### config.mk
export PLATFORM = sky130hd
export DESIGN_NAME = bidir_dir_ctrl_flat
export DESIGN_NICKNAME = d
export VERILOG_FILES = /design/src/rtl/bidir_dir_ctrl_if.sv /design/src/rtl/bidir_dir_ctrl.sv /design/src/flat_wrapper.sv
export SDC_FILE = /design/constraint.sdc
export NUM_CORES = 1
export LEC_CHECK = 0
export BUFFER_PORTS_ARGS = -buffer_cell sky130_fd_sc_hd__clkbuf_2
export CAP_MARGIN = 20
export CELL_PAD_IN_SITES_DETAIL_PLACEMENT = 0
export CELL_PAD_IN_SITES_GLOBAL_PLACEMENT = 2
export CORE_MARGIN = 1.5
export CORE_UTILIZATION = 36
export CTS_BUF_LIST = sky130_fd_sc_hd__clkbuf_8
export CTS_CLUSTER_SIZE = 40
export DETAILED_ROUTE_END_ITERATION = 8
export GPL_ROUTABILITY_DRIVEN = 0
export PLACE_DENSITY_LB_ADDON = 0.1
export SYNTH_ARGS = -nofsm -noshare
export SYNTH_HDL_FRONTEND = slang
export SYNTH_SLANG_ARGS = --single-unit
### constraint.sdc
create_clock -name IQC -period 1.98 [get_ports IQC]
set_input_delay 0.396 -clock IQC [delete_from_list [all_inputs] [get_ports IQC]]
set_output_delay 0.396 -clock IQC [all_outputs]
set_load 0.01 [all_outputs]
### src/rtl/bidir_dir_ctrl_if.sv
// Handshake and pad-cell bundle for one half-duplex BIDIR pad controller.
// master: fabric requesters plus the pad cell's IZ return path.
// slave:  the direction controller itself.
interface bidir_dir_ctrl_if;
   logic wr_req;
   logic wr_dat;
   logic wr_ack;
   logic rd_req;
   logic rd_ack;
   logic rd_dat;
   logic IE;
   logic INEN;
   logic OQI;
   logic IZ;
   logic busy;

   modport master (
      output wr_req, wr_dat, rd_req, IZ,
      input  wr_ack, rd_ack, rd_dat, IE, INEN, OQI, busy
   );

   modport slave (
      input  wr_req, wr_dat, rd_req, IZ,
      output wr_ack, rd_ack, rd_dat, IE, INEN, OQI, busy
   );
endinterface

### src/rtl/bidir_dir_ctrl.sv
// Half-duplex direction controller for one BIDIR pad in INOUT mode.
// Arbitrates write/read requesters round-robin, inserts turnaround dead
// cycles on every direction change and drives the cell's IE/INEN/OQI.
module bidir_dir_ctrl #(
   parameter int unsigned TURN_CYCLES = 2,
   parameter int unsigned RD_DELAY    = 1
) (
   input logic             IQC,
   input logic             IQRN,
   bidir_dir_ctrl_if.slave bus
);

   typedef enum logic [2:0] {IDLE, TURN, DRIVE, WAIT_RD, SAMPLE} state_t;
   typedef enum logic {DIR_IN, DIR_OUT} dir_t;
   typedef enum logic {GNT_RD, GNT_WR} gnt_t;

   localparam logic [3:0] TURN_LOAD = 4'(TURN_CYCLES - 1);
   localparam logic [3:0] RD_LOAD   = (RD_DELAY == 0) ? 4'd0 : 4'(RD_DELAY - 1);

   state_t     state, state_nx;
   dir_t       dir, dir_nx;
   gnt_t       last_grant, last_nx;
   gnt_t       pend, pend_nx;
   logic [3:0] cnt, cnt_nx;
   logic       wr_bit, wr_bit_nx;
   logic       wr_cand, rd_cand, grant_wr;

   logic ie_q, inen_q, oqi_q, wr_ack_q, rd_ack_q, rd_dat_q, busy_q;
   logic ie_nx, inen_nx, oqi_nx, wr_ack_nx, rd_ack_nx, rd_dat_nx, busy_nx;

   assign bus.IE     = ie_q;
   assign bus.INEN   = inen_q;
   assign bus.OQI    = oqi_q;
   assign bus.wr_ack = wr_ack_q;
   assign bus.rd_ack = rd_ack_q;
   assign bus.rd_dat = rd_dat_q;
   assign bus.busy   = busy_q;

   // State, direction, arbitration history and the latched write bit.
   always_ff @(posedge IQC or negedge IQRN) begin
      if (!IQRN) begin
         state      <= IDLE;
         dir        <= DIR_IN;
         last_grant <= GNT_RD;
         pend       <= GNT_RD;
         cnt        <= '0;
         wr_bit     <= 1'b0;
      end else begin
         state      <= state_nx;
         dir        <= dir_nx;
         last_grant <= last_nx;
         pend       <= pend_nx;
         cnt        <= cnt_nx;
         wr_bit     <= wr_bit_nx;
      end
   end

   // Next-state: arbitration in IDLE, turnaround and read-settle counting.
   always_comb begin
      state_nx  = state;
      dir_nx    = dir;
      last_nx   = last_grant;
      pend_nx   = pend;
      cnt_nx    = cnt;
      wr_bit_nx = wr_bit;
      grant_wr  = 1'b0;
      // A requester is masked in its own ack cycle so a held req is not regranted.
      wr_cand   = bus.wr_req && !wr_ack_q;
      rd_cand   = bus.rd_req && !rd_ack_q;
      unique case (state)
         IDLE: begin
            if (wr_cand || rd_cand) begin
               grant_wr = wr_cand && (!rd_cand || last_grant == GNT_RD);
               pend_nx  = grant_wr ? GNT_WR : GNT_RD;
               last_nx  = grant_wr ? GNT_WR : GNT_RD;
               if (grant_wr) wr_bit_nx = bus.wr_dat;
               if (grant_wr != (dir == DIR_OUT)) begin
                  state_nx = TURN;
                  cnt_nx   = TURN_LOAD;
               end else if (grant_wr) begin
                  state_nx = DRIVE;
               end else if (RD_DELAY == 0) begin
                  state_nx = SAMPLE;
               end else begin
                  state_nx = WAIT_RD;
                  cnt_nx   = RD_LOAD;
               end
            end
         end
         TURN: begin
            if (cnt == 4'd0) begin
               dir_nx = (dir == DIR_OUT) ? DIR_IN : DIR_OUT;
               if (pend == GNT_WR) begin
                  state_nx = DRIVE;
               end else if (RD_DELAY == 0) begin
                  state_nx = SAMPLE;
               end else begin
                  state_nx = WAIT_RD;
                  cnt_nx   = RD_LOAD;
               end
            end else begin
               cnt_nx = cnt - 4'd1;
            end
         end
         DRIVE:   state_nx = IDLE;
         WAIT_RD: begin
            if (cnt == 4'd0) state_nx = SAMPLE;
            else             cnt_nx   = cnt - 4'd1;
         end
         SAMPLE:  state_nx = IDLE;
         default: state_nx = IDLE;
      endcase
   end

   // Output decode from the upcoming state so every output is a flop.
   always_comb begin
      ie_nx     = 1'b0;
      inen_nx   = 1'b0;
      oqi_nx    = 1'b0;
      wr_ack_nx = 1'b0;
      rd_ack_nx = (state == SAMPLE);
      rd_dat_nx = (state == SAMPLE) ? bus.IZ : rd_dat_q;
      busy_nx   = (state_nx != IDLE);
      unique case (state_nx)
         IDLE: begin
            ie_nx   = (dir_nx == DIR_OUT);
            inen_nx = (dir_nx == DIR_IN);
            oqi_nx  = (dir_nx == DIR_OUT) ? wr_bit_nx : 1'b0;
         end
         TURN: ;
         DRIVE: begin
            ie_nx     = 1'b1;
            oqi_nx    = wr_bit_nx;
            wr_ack_nx = 1'b1;
         end
         WAIT_RD, SAMPLE: inen_nx = 1'b1;
         default: ;
      endcase
   end

   // Registered pad controls and handshake outputs.
   always_ff @(posedge IQC or negedge IQRN) begin
      if (!IQRN) begin
         ie_q     <= 1'b0;
         inen_q   <= 1'b1;
         oqi_q    <= 1'b0;
         wr_ack_q <= 1'b0;
         rd_ack_q <= 1'b0;
         rd_dat_q <= 1'b0;
         busy_q   <= 1'b0;
      end else begin
         ie_q     <= ie_nx;
         inen_q   <= inen_nx;
         oqi_q    <= oqi_nx;
         wr_ack_q <= wr_ack_nx;
         rd_ack_q <= rd_ack_nx;
         rd_dat_q <= rd_dat_nx;
         busy_q   <= busy_nx;
      end
   end

endmodule
### src/flat_wrapper.sv
// flat-port wrapper written by rule: the top's interface ports become plain ports
module bidir_dir_ctrl_flat 
#(
   parameter int unsigned TURN_CYCLES = 2,
   parameter int unsigned RD_DELAY    = 1
)
  (IQC, IQRN, bus_wr_req, bus_wr_dat, bus_rd_req, bus_IZ, bus_wr_ack, bus_rd_ack, bus_rd_dat, bus_IE, bus_INEN, bus_OQI, bus_busy);
  bidir_dir_ctrl_if bus_i ();
  input logic IQC;
  input logic IQRN;
  input wire logic [$bits(bus_i.wr_req)-1:0] bus_wr_req;
  input wire logic [$bits(bus_i.wr_dat)-1:0] bus_wr_dat;
  input wire logic [$bits(bus_i.rd_req)-1:0] bus_rd_req;
  input wire logic [$bits(bus_i.IZ)-1:0] bus_IZ;
  output wire logic [$bits(bus_i.wr_ack)-1:0] bus_wr_ack;
  output wire logic [$bits(bus_i.rd_ack)-1:0] bus_rd_ack;
  output wire logic [$bits(bus_i.rd_dat)-1:0] bus_rd_dat;
  output wire logic [$bits(bus_i.IE)-1:0] bus_IE;
  output wire logic [$bits(bus_i.INEN)-1:0] bus_INEN;
  output wire logic [$bits(bus_i.OQI)-1:0] bus_OQI;
  output wire logic [$bits(bus_i.busy)-1:0] bus_busy;
  assign bus_i.wr_req = bus_wr_req;
  assign bus_i.wr_dat = bus_wr_dat;
  assign bus_i.rd_req = bus_rd_req;
  assign bus_i.IZ = bus_IZ;
  assign bus_wr_ack = bus_i.wr_ack;
  assign bus_rd_ack = bus_i.rd_ack;
  assign bus_rd_dat = bus_i.rd_dat;
  assign bus_IE = bus_i.IE;
  assign bus_INEN = bus_i.INEN;
  assign bus_OQI = bus_i.OQI;
  assign bus_busy = bus_i.busy;
  bidir_dir_ctrl #(.TURN_CYCLES(TURN_CYCLES), .RD_DELAY(RD_DELAY)) u_core (.IQC(IQC), .IQRN(IQRN), .bus(bus_i));
endmodule
Yosys cells after proc, flatten, opt, wreduce, memory -nomap -nowiden
Index checks and enable logic that the tools add are counted.

word-level totals
  bits in registers = 17
  output and inout bits = 7
  word-level logic and storage cells = 68
  input bits = 6

operators by class
  reductions and logical operators = 16
  $add $sub $neg = 1
  muxes and demuxes = 26
  equality and inequality tests = 11
  bitwise gates (word level) = 2

operator list
  operator               count
  $mux W4                6
  $mux W3                4
  $pmux W4 S3            1
  $mux W1                11
  $eq A3 B2 Y1 const B   3
  $pmux W3 S3            1
  $eq A3 B3 Y1 const B   2
  $logic_not A3 Y1       2
  $ne A3 B3 Y1 const B   2
  $pmux W1 S2            3
  $reduce_bool A3 Y1     2
  $reduce_and A5 Y1      1
  $logic_not A4 Y1       1
  $sub A4 B1 Y4 const B  1
  $eq A3 B1 Y1 const B   1
  $logic_and A1 B1 Y1    3
  $logic_not A1 Y1       3
  $logic_or A1 B1 Y1     2
  $ne A2 B1 Y1 const B   1
  $ne A2 B2 Y1 const B   1
  $not A1 Y1             2
  $reduce_and A2 Y1      1
  $reduce_or A2 Y1       1
  $ne A1 B1 Y1           1

Longest topological paths before layout
Gate-level depths: netlist of the first run.

  depth after elaboration = 12
  gate-level depth with buffers = 8
  gate-level depth less buffers = 7

Worst setup path after synthesis of the first run
OpenSTA, ideal clock, no wires.

  path type = reg2reg
  start point = register u_core.cnt[0]
  end point = register u_core.oqi_q, in the netlist u_core.bus.OQI
  cell stages (with the launch flop) = 8
  library setup time = 120 ps
  slack = 207 ps
  arrival = 1,653 ps
  path buffers = 0
  data required time = 1,860 ps
  period minus slack after synthesis = 1,773 ps
  cells stage by stage = dfrtp_1 > inv_1 > ha_1 > or3b_4 > a21boi_2 > a311oi_2 > a211o_1 > and3b_1

between the ends
  cells in the longest elaborated chain, start to end = 5
  elaborated cells on any way between the ends = 10
  classes of those cells = eq/ne: 1; mux: 7; reduce/logical: 2

ends and longest elaborated chain
  item                                              line                                         source
  from (decl)                                       bidir_dir_ctrl.sv:24                         logic [3:0] cnt, cnt_nx;
  from (signal assigned)                            bidir_dir_ctrl.sv:53                         cnt <= cnt_nx;
  $logic_not A4 Y1 *                                bidir_dir_ctrl.sv:91, bidir_dir_ctrl.sv:107
  $mux W3 (on tied branches)                        bidir_dir_ctrl.sv:107, bidir_dir_ctrl.sv:91
  $pmux W3 S3 *                                     bidir_dir_ctrl.sv:70                         unique case (state)
  via u_core.state_nx[1]                            bidir_dir_ctrl.sv:20                         state_t state, state_nx;
  $eq A3 B2 Y1 or $logic_not A3 Y1 (tied branches)  bidir_dir_ctrl.sv:124                        unique case (state_nx)
  $pmux W1 S2 *                                     bidir_dir_ctrl.sv:124
  via u_core.oqi_nx                                 bidir_dir_ctrl.sv:29                         logic ie_nx, inen_nx, oqi_nx, wr_ack_nx, rd_ack_nx, rd_dat_nx, busy_nx;
  to (signal assigned)                              bidir_dir_ctrl.sv:154                        oqi_q <= oqi_nx;
  to (decl)                                         bidir_dir_ctrl.sv:28                         logic ie_q, inen_q, oqi_q, wr_ack_q, rd_ack_q, rd_dat_q, busy_q;

The timed path passes the listed nets; every way through them passes the cells marked *.
A chain may end at the register's enable or synchronous reset.

Worst setup path after layout of the first run
  start point = register u_core.cnt[1]
  end point = register u_core.busy_q, in the netlist u_core.bus.busy

between the ends
  cells in the longest elaborated chain, start to end = 4
  elaborated cells on any way between the ends = 5
  classes of those cells = mux: 3; reduce/logical: 2

ends and longest elaborated chain
  item                        line                                         source
  $logic_not A4 Y1 *          bidir_dir_ctrl.sv:91, bidir_dir_ctrl.sv:107
  $mux W3 (on tied branches)  bidir_dir_ctrl.sv:107, bidir_dir_ctrl.sv:91
  $pmux W3 S3 *               bidir_dir_ctrl.sv:70
  via u_core.state_nx[1]      bidir_dir_ctrl.sv:20
  $reduce_bool A3 Y1 *        bidir_dir_ctrl.sv:123                        busy_nx = (state_nx != IDLE);
  via u_core.busy_nx          bidir_dir_ctrl.sv:29
  to (signal assigned)        bidir_dir_ctrl.sv:158                        busy_q <= busy_nx;
  to (decl)                   bidir_dir_ctrl.sv:28

Marked as above.

==> metrics, run 1 <==
status=complete, no violations; DR vias/cell=5.07; ratio of cells with drive above 1 in the final layout=0.320; Async SR Flop Fraction=1.00; P_leak=0.482 nW; I/O Buffers=12; Routed wire per std cell=13.1 um; Die Wd=51.2 um; slew margin rel.=0.699; number of global-route vias before repair=646; Chip Height=51.2 um; routed vias=634; Clock Latency Late Sink=0.25 ns; CTS Sinks=17; Root Buffer=clkbuf_8; Reg power frac=0.335; max-slew violations=0; Synth Flop Type=dfrtp_1; DRT iter0 DRCs=9; WHS=0.0691 ns; HP Class=in2async; Crit Path Class=reg2reg; Commonest cells post-synth=dfrtp_1, nand2_1, o21ai_0; Sw Ratio=0.386; Yosys top cell area share=0.478; register area share after synthesis=0.510; Final Hold Fails=0; internal power consumption=0.00112 W; part of the cycle the worst path needs=0.953; crit path DAT=2.02 ns; Worst-Margin Slew=0.445 ns; Antenna Nets Post-Route=0; setup TNS=0 ns; Initial Utilization=0.378; Routed WL=1640 um; PD cells=1810 nW/um2; detailed-route DRC error count=0; CP Launch Type=flop; reg-to-reg setup timing slack=0.09 ns; Comb pwr share=0.522; Final nets=106; Max Cap Viol=0; post-cts hold buffer count=0; Clock Power Share=0.144; first-pass GRT wire length=2860 um; DR pass1 iterations=4; Synth Instances=77; initial antenna violation count=0; Fmax=0.530 GHz; Cell Rows=17; count leader, synth=dfrtp_1; Max FO, Critical Path=4; clk slew on worst S/H paths=0.07 ns; die area=2620 um2; largest net degree at the start of global routing=18; clk_skew=0.00203 ns; Setup-failing EPs final=0; Sw Pwr=0.000703 W; required time of the critical path=2.11 ns; average instance area after synthesis=10.9 um2; Post-CTS Setup Inserts=0; GRT overflow=0; most area-hungry cell type in the Yosys netlist=dfrtp_1; Cell Area, Synth=837 um2; CTS tree=done; gr usage total=0.149; RSZ-0062 raised after global routing=false; H-tree Lvls=1; Mapped Nets=85; VDD IR-drop max=0.000986 V; Detail Placement HPWL=1270 um; Area growth, synth to finish=20.3%; # diodes=0; Ports=13; library cells used by synthesis=35; number of flops mapped to enable cells by yosys=0; Tmin final=1.89 ns; Max Root-Sink Buffers=2; crit end category=flop; yosys warns=0; core area=2210 um2; Num CTS Buffers=3; top cells by area, synth=dfrtp_1, nand2_1, nor3b_1; post-synthesis register bit count=17
-- kinds of logic after synthesis --
group,count (synthesis),synth area share
AND/OR/NAND/NOR,32,0.221
flip-flops,17,0.510
AO/OA/AOI/OAI,16,0.149
buffers and inverters,6,0.0403
multiplexers,3,0.0389
adder cells (fa/ha/maj),2,0.0299
XOR/XNOR,1,0.0105
-- placed cells by master (no fill, tap or decap), drive strengths merged --
cell	synthesis	final
a211o	1	1
a21boi	1	1
a22o	1	1
a311oi	1	1
a41oi	1	1
and2b	3	3
and3	2	2
and3b	1	1
buf	1	6
clkbuf	1	15
clkinvlp	0	1
dfrtp	16	16
dfstp	1	1
ha	2	2
inv	4	4
mux2	2	2
mux2i	1	1
nand2	8	8
nand2b	1	1
nand3	2	2
nand3b	1	1
nor2	3	3
nor2b	1	1
nor3	3	3
nor3b	4	4
o21a	1	1
o21ai	7	7
o221ai	1	1
o311ai	1	1
o31ai	1	1
or3	2	2
or3b	1	1
xor2	1	1
-- final timing paths --
| path | depth (start not counted) | startpoint | to |
|---|---|---|---|
| setup / recovery | 7 | u_core.cnt[1] | u_core.bus.busy |
| hold / removal | 1 | IQRN | u_core.cnt[2] |
| setup reg to reg | 7 | u_core.cnt[1] | u_core.bus.busy |
| hold reg to reg | 1 | u_core.wr_bit | u_core.wr_bit |
| max in group asynchronous | 1 | IQRN | u_core.bus.INEN |
| min in group IQC | 2 | bus_IZ | u_core.bus.rd_dat |
-- stage by stage --
| step | utilization | cell area (um2) | power (W) | std cells | worst slack, ns |
|---|---|---|---|---|---|
| 4_1_cts | 0.455 | 1010 | 0.00184 | 125 | 0.0899 |
| 5_1_grt | 0.455 | 1010 | 0.00198 | 125 | 0.0123 |
| 6_report | 0.455 | 1010 | 0.00182 | 125 | 0.0924 |
| 3_5_place_dp | 0.433 | 958 | 0.00157 | 121 | 0.0998 |
| 2_1_floorplan | - | 837 | 0.00126 | 77 | 0.207 |
| 3_3_place_gp | 0.433 | 958 | 0.00158 | 121 | 0.112 |
-- critical path: stages, from the launching register on --
cell and delay, ns:
dfrtp_1 0.37, inv_1 0.10, ha_1 0.16, or3b_4 0.39
a21boi_2 0.16, a311oi_2 0.08, buf_4 0.19, or3_1 0.31
-- cell type report --
cell class / count / area, um2
timing repair buffer: 18 / 105
clock inverter: 1 / 7.51
fill: 228 / 1200
multi-input combinational: 54 / 377
sequential: 17 / 427
tap: 28 / 35.0
inverter: 4 / 15.0
clock buffer: 3 / 41.3
-- sequential cells by signal, summed over array words and instances (netlist names) --
signal             count
u_core.dir             1
u_core.wr_bit          1
u_core.cnt             4
u_core.bus.INEN        1
u_core.state           3
u_core.bus.rd_dat      1
u_core.bus.OQI         1
u_core.bus.wr_ack      1
u_core.bus.busy        1
u_core.last_grant      1
u_core.bus.IE          1
u_core.bus.rd_ack      1
-- routing by layer --
| metal | wire length, um | GRT usage | up-vias |
|---|---|---|---|
| met1 | 788 | 0.199 | 311 |
| li1 | - | - | 314 |
| met3 | 42 | 0.0439 | 2 |
| met2 | 801 | 0.236 | 7 |
| met5 | 0 | 0 | - |
| met4 | 9 | 0.0395 | 0 |
-- timing repair --
| item | in CTS | in global routing |
|---|---|---|
| gates resized for setup | 0 | 1 |
| endpoints found under the setup margin | 0 | 1 |
| hold endpoints to repair | 0 | 0 |
-- power groups by stage --
stage | Clock [W] | Combinational [W] | Sequential [W]
floorplan | 0 | 0.000642 | 0.000621
global placement | 0 | 0.000955 | 0.000621
detailed placement | 0 | 0.000953 | 0.000617
CTS | 0.000271 | 0.000959 | 0.000610
global route | 0.000284 | 0.00106 | 0.000632
finish | 0.000261 | 0.000949 | 0.000609
Note: power is estimated with default switching activity, not from simulation.
==> inputs of run 2 (changes only) <==
ABC_AREA = 1   (was default)
CORE_MARGIN = default   (was 1.5)
CORE_UTILIZATION = 33   (was 36)
SETUP_SLACK_MARGIN = 0.2   (was default)
==> metrics, run 2 <==
Clock Latency Late Sink=0.25 ns; Crit Path Class=reg2reg; crit end category=flop; Routed WL=1740 um; count leader, synth=nand2_1; Synth Instances=111; detailed-route DRC error count=0; Tmin final=1.50 ns; Fill cells=264; PD cells=1820 nW/um2; initial antenna violation count=0; CTS tree=done; Num CTS Buffers=3; setup TNS=0 ns; most area-hungry cell type in the Yosys netlist=dfrtp_1; I/O Buffers=12; biggest registers after layout=u_core.cnt (4), u_core.state (3); clk_skew=0.00233 ns; status=complete, no violations; max-slew violations=0; Synth Flop Type=dfrtp_1; post-cts hold buffer count=0; yosys warns=0; Fmax=0.664 GHz; Worst-Margin Slew=0.443 ns; slew margin rel.=0.705; library cells used by synthesis=19; Mapped Nets=119; DR vias/cell=4.59; H-tree Lvls=1; Area growth, synth to finish=15.1%; crit path DAT=1.70 ns; post-synthesis register bit count=17; routed vias=716; number of flops mapped to enable cells by yosys=0; Chip Height=53.6 um; average instance area after synthesis=7.91 um2; Initial Utilization=0.351; Die Wd=53.6 um; DR pass1 iterations=4; Post-Place Cell Area=965 um2; Final nets=135; CP max stage delay=0.39 ns; core area=2500 um2; most frequent cells in the layout=nand2_1, dfrtp_1, inv_1; Max Cap Viol=0; Top reg by flops=u_core.cnt; VDD IR-drop max=0.000731 V; Ports=13; Final Cell Area=1010 um2; Post-CTS Setup Inserts=0; number of global-route vias before repair=686; part of the cycle the worst path needs=0.760; first-pass GRT wire length=3020 um; WHS=0.0737 ns; CP Cell Sequence=inv_1 > ha_1 > nand2_2 > nor2_1 > a21oi_1 > nand2_2 > nor2_1 > nand2_1 > nand2_1; Detail Placement HPWL=1350 um; multi-input logic area=367 um2; Slowest-stage cell, CP=dfrtp_1; gr usage total=0.154; P_leak=0.551 nW; Register Area=427 um2; DRT iter0 DRCs=12; Final Hold Fails=0; GRT overflow=0; required time of the critical path=2.17 ns; ratio of cells with drive above 1 in the final layout=0.246; Async SR Flop Fraction=1.00; die area=2870 um2; RSZ-0062 raised after global routing=false; top cells by area, synth=dfrtp_1, nand2_1, nand3_1; Setup-failing EPs final=0; max reg flops=4; Root Buffer=clkbuf_8; post-cts resize count=0; clk slew on worst S/H paths=0.07 ns; Yosys top cell area share=0.456; CP Launch Type=flop; # diodes=0; Routed wire per std cell=11.2 um; Cell Area, Synth=878 um2; Antenna Nets Post-Route=0; HP Class=in2async; largest net degree at the start of global routing=18; most common cell after layout, fill and taps aside=nand2_1; Commonest cells post-synth=nand2_1, dfrtp_1, inv_1; total power=0.00184 W; CTS Sinks=17; Cell Rows=18; register area share after synthesis=0.486; Max Root-Sink Buffers=2; Max FO, Critical Path=6
[run 2: area by class of cell]
| cell class | count | share of cell area |
|---|---|---|
| flip-flops and latches | 17 | 0.422 |
| multi-input cells | 74 | 0.363 |
| clock inverters | 1 | 0.00495 |
| well taps | 30 | 0.0371 |
| clock buffers | 3 | 0.0408 |
| inverters | 19 | 0.0730 |
| repair buffers | 12 | 0.0594 |
[run 2: where the power goes]
| part | switching, W | internal [W] | total (W) |
|---|---|---|---|
| combinational | 0.000647 | 0.000332 | 0.000980 |
| clock | 0.000122 | 0.000140 | 0.000262 |
| sequential | 0.0000932 | 0.000510 | 0.000603 |
[run 2: cells by family (layout without fill, tap and decap cells)]
| logic type | count (synthesis) | count (layout) | share of synthesized area |
|---|---|---|---|
| AOI/OAI and AO/OA | 12 | 12 | 0.0841 |
| buffers and inverters | 20 | 35 | 0.0969 |
| DFF | 17 | 17 | 0.486 |
| adders and majority gates | 2 | 2 | 0.0285 |
| and+or+nand+nor | 60 | 60 | 0.305 |
[run 2: worst paths after layout]
check,cells after the start,slack [ns],to,from
max,9,0.48,u_core.bus.OQI,u_core.cnt[0]
min,1,0.07,u_core.state[1],IQRN
max reg2reg,9,0.48,u_core.bus.OQI,u_core.cnt[0]
min reg2reg,2,0.49,u_core.bus.rd_dat,u_core.bus.rd_dat
max in group asynchronous,1,1.57,u_core.bus.INEN,IQRN
min in group IQC,3,0.34,u_core.bus.rd_dat,bus_IZ
[run 2: metal layers]
| metal | global-route usage | part of all wire | wire (um) |
|---|---|---|---|
| met1 | 0.193 | 0.50 | 875 |
| met2 | 0.246 | 0.45 | 787 |
| met3 | 0.0508 | 0.036 | 62 |
| met4 | 0.0526 | 0.010 | 18 |
| met5 | 0 | 0 | 0 |
[run 2: stage by stage]
stage / util / setup WS [ns] / std cells
2_1_floorplan: - / 0.625 / 111
3_3_place_gp: 0.386 / 0.442 / 152
3_5_place_dp: 0.386 / 0.473 / 152
4_1_cts: 0.404 / 0.446 / 156
5_1_grt: 0.404 / 0.294 / 156
6_report: 0.404 / 0.475 / 156
[run 2: critical path, delay by kind of cell (launching register included)]
family / cells / cell delay (ns)
AND/OR/NAND/NOR: 6 / 0.62
flip-flops: 1 / 0.39
adder cells (fa/ha/maj): 1 / 0.22
AO/OA/AOI/OAI: 1 / 0.14
buffers and inverters: 1 / 0.08
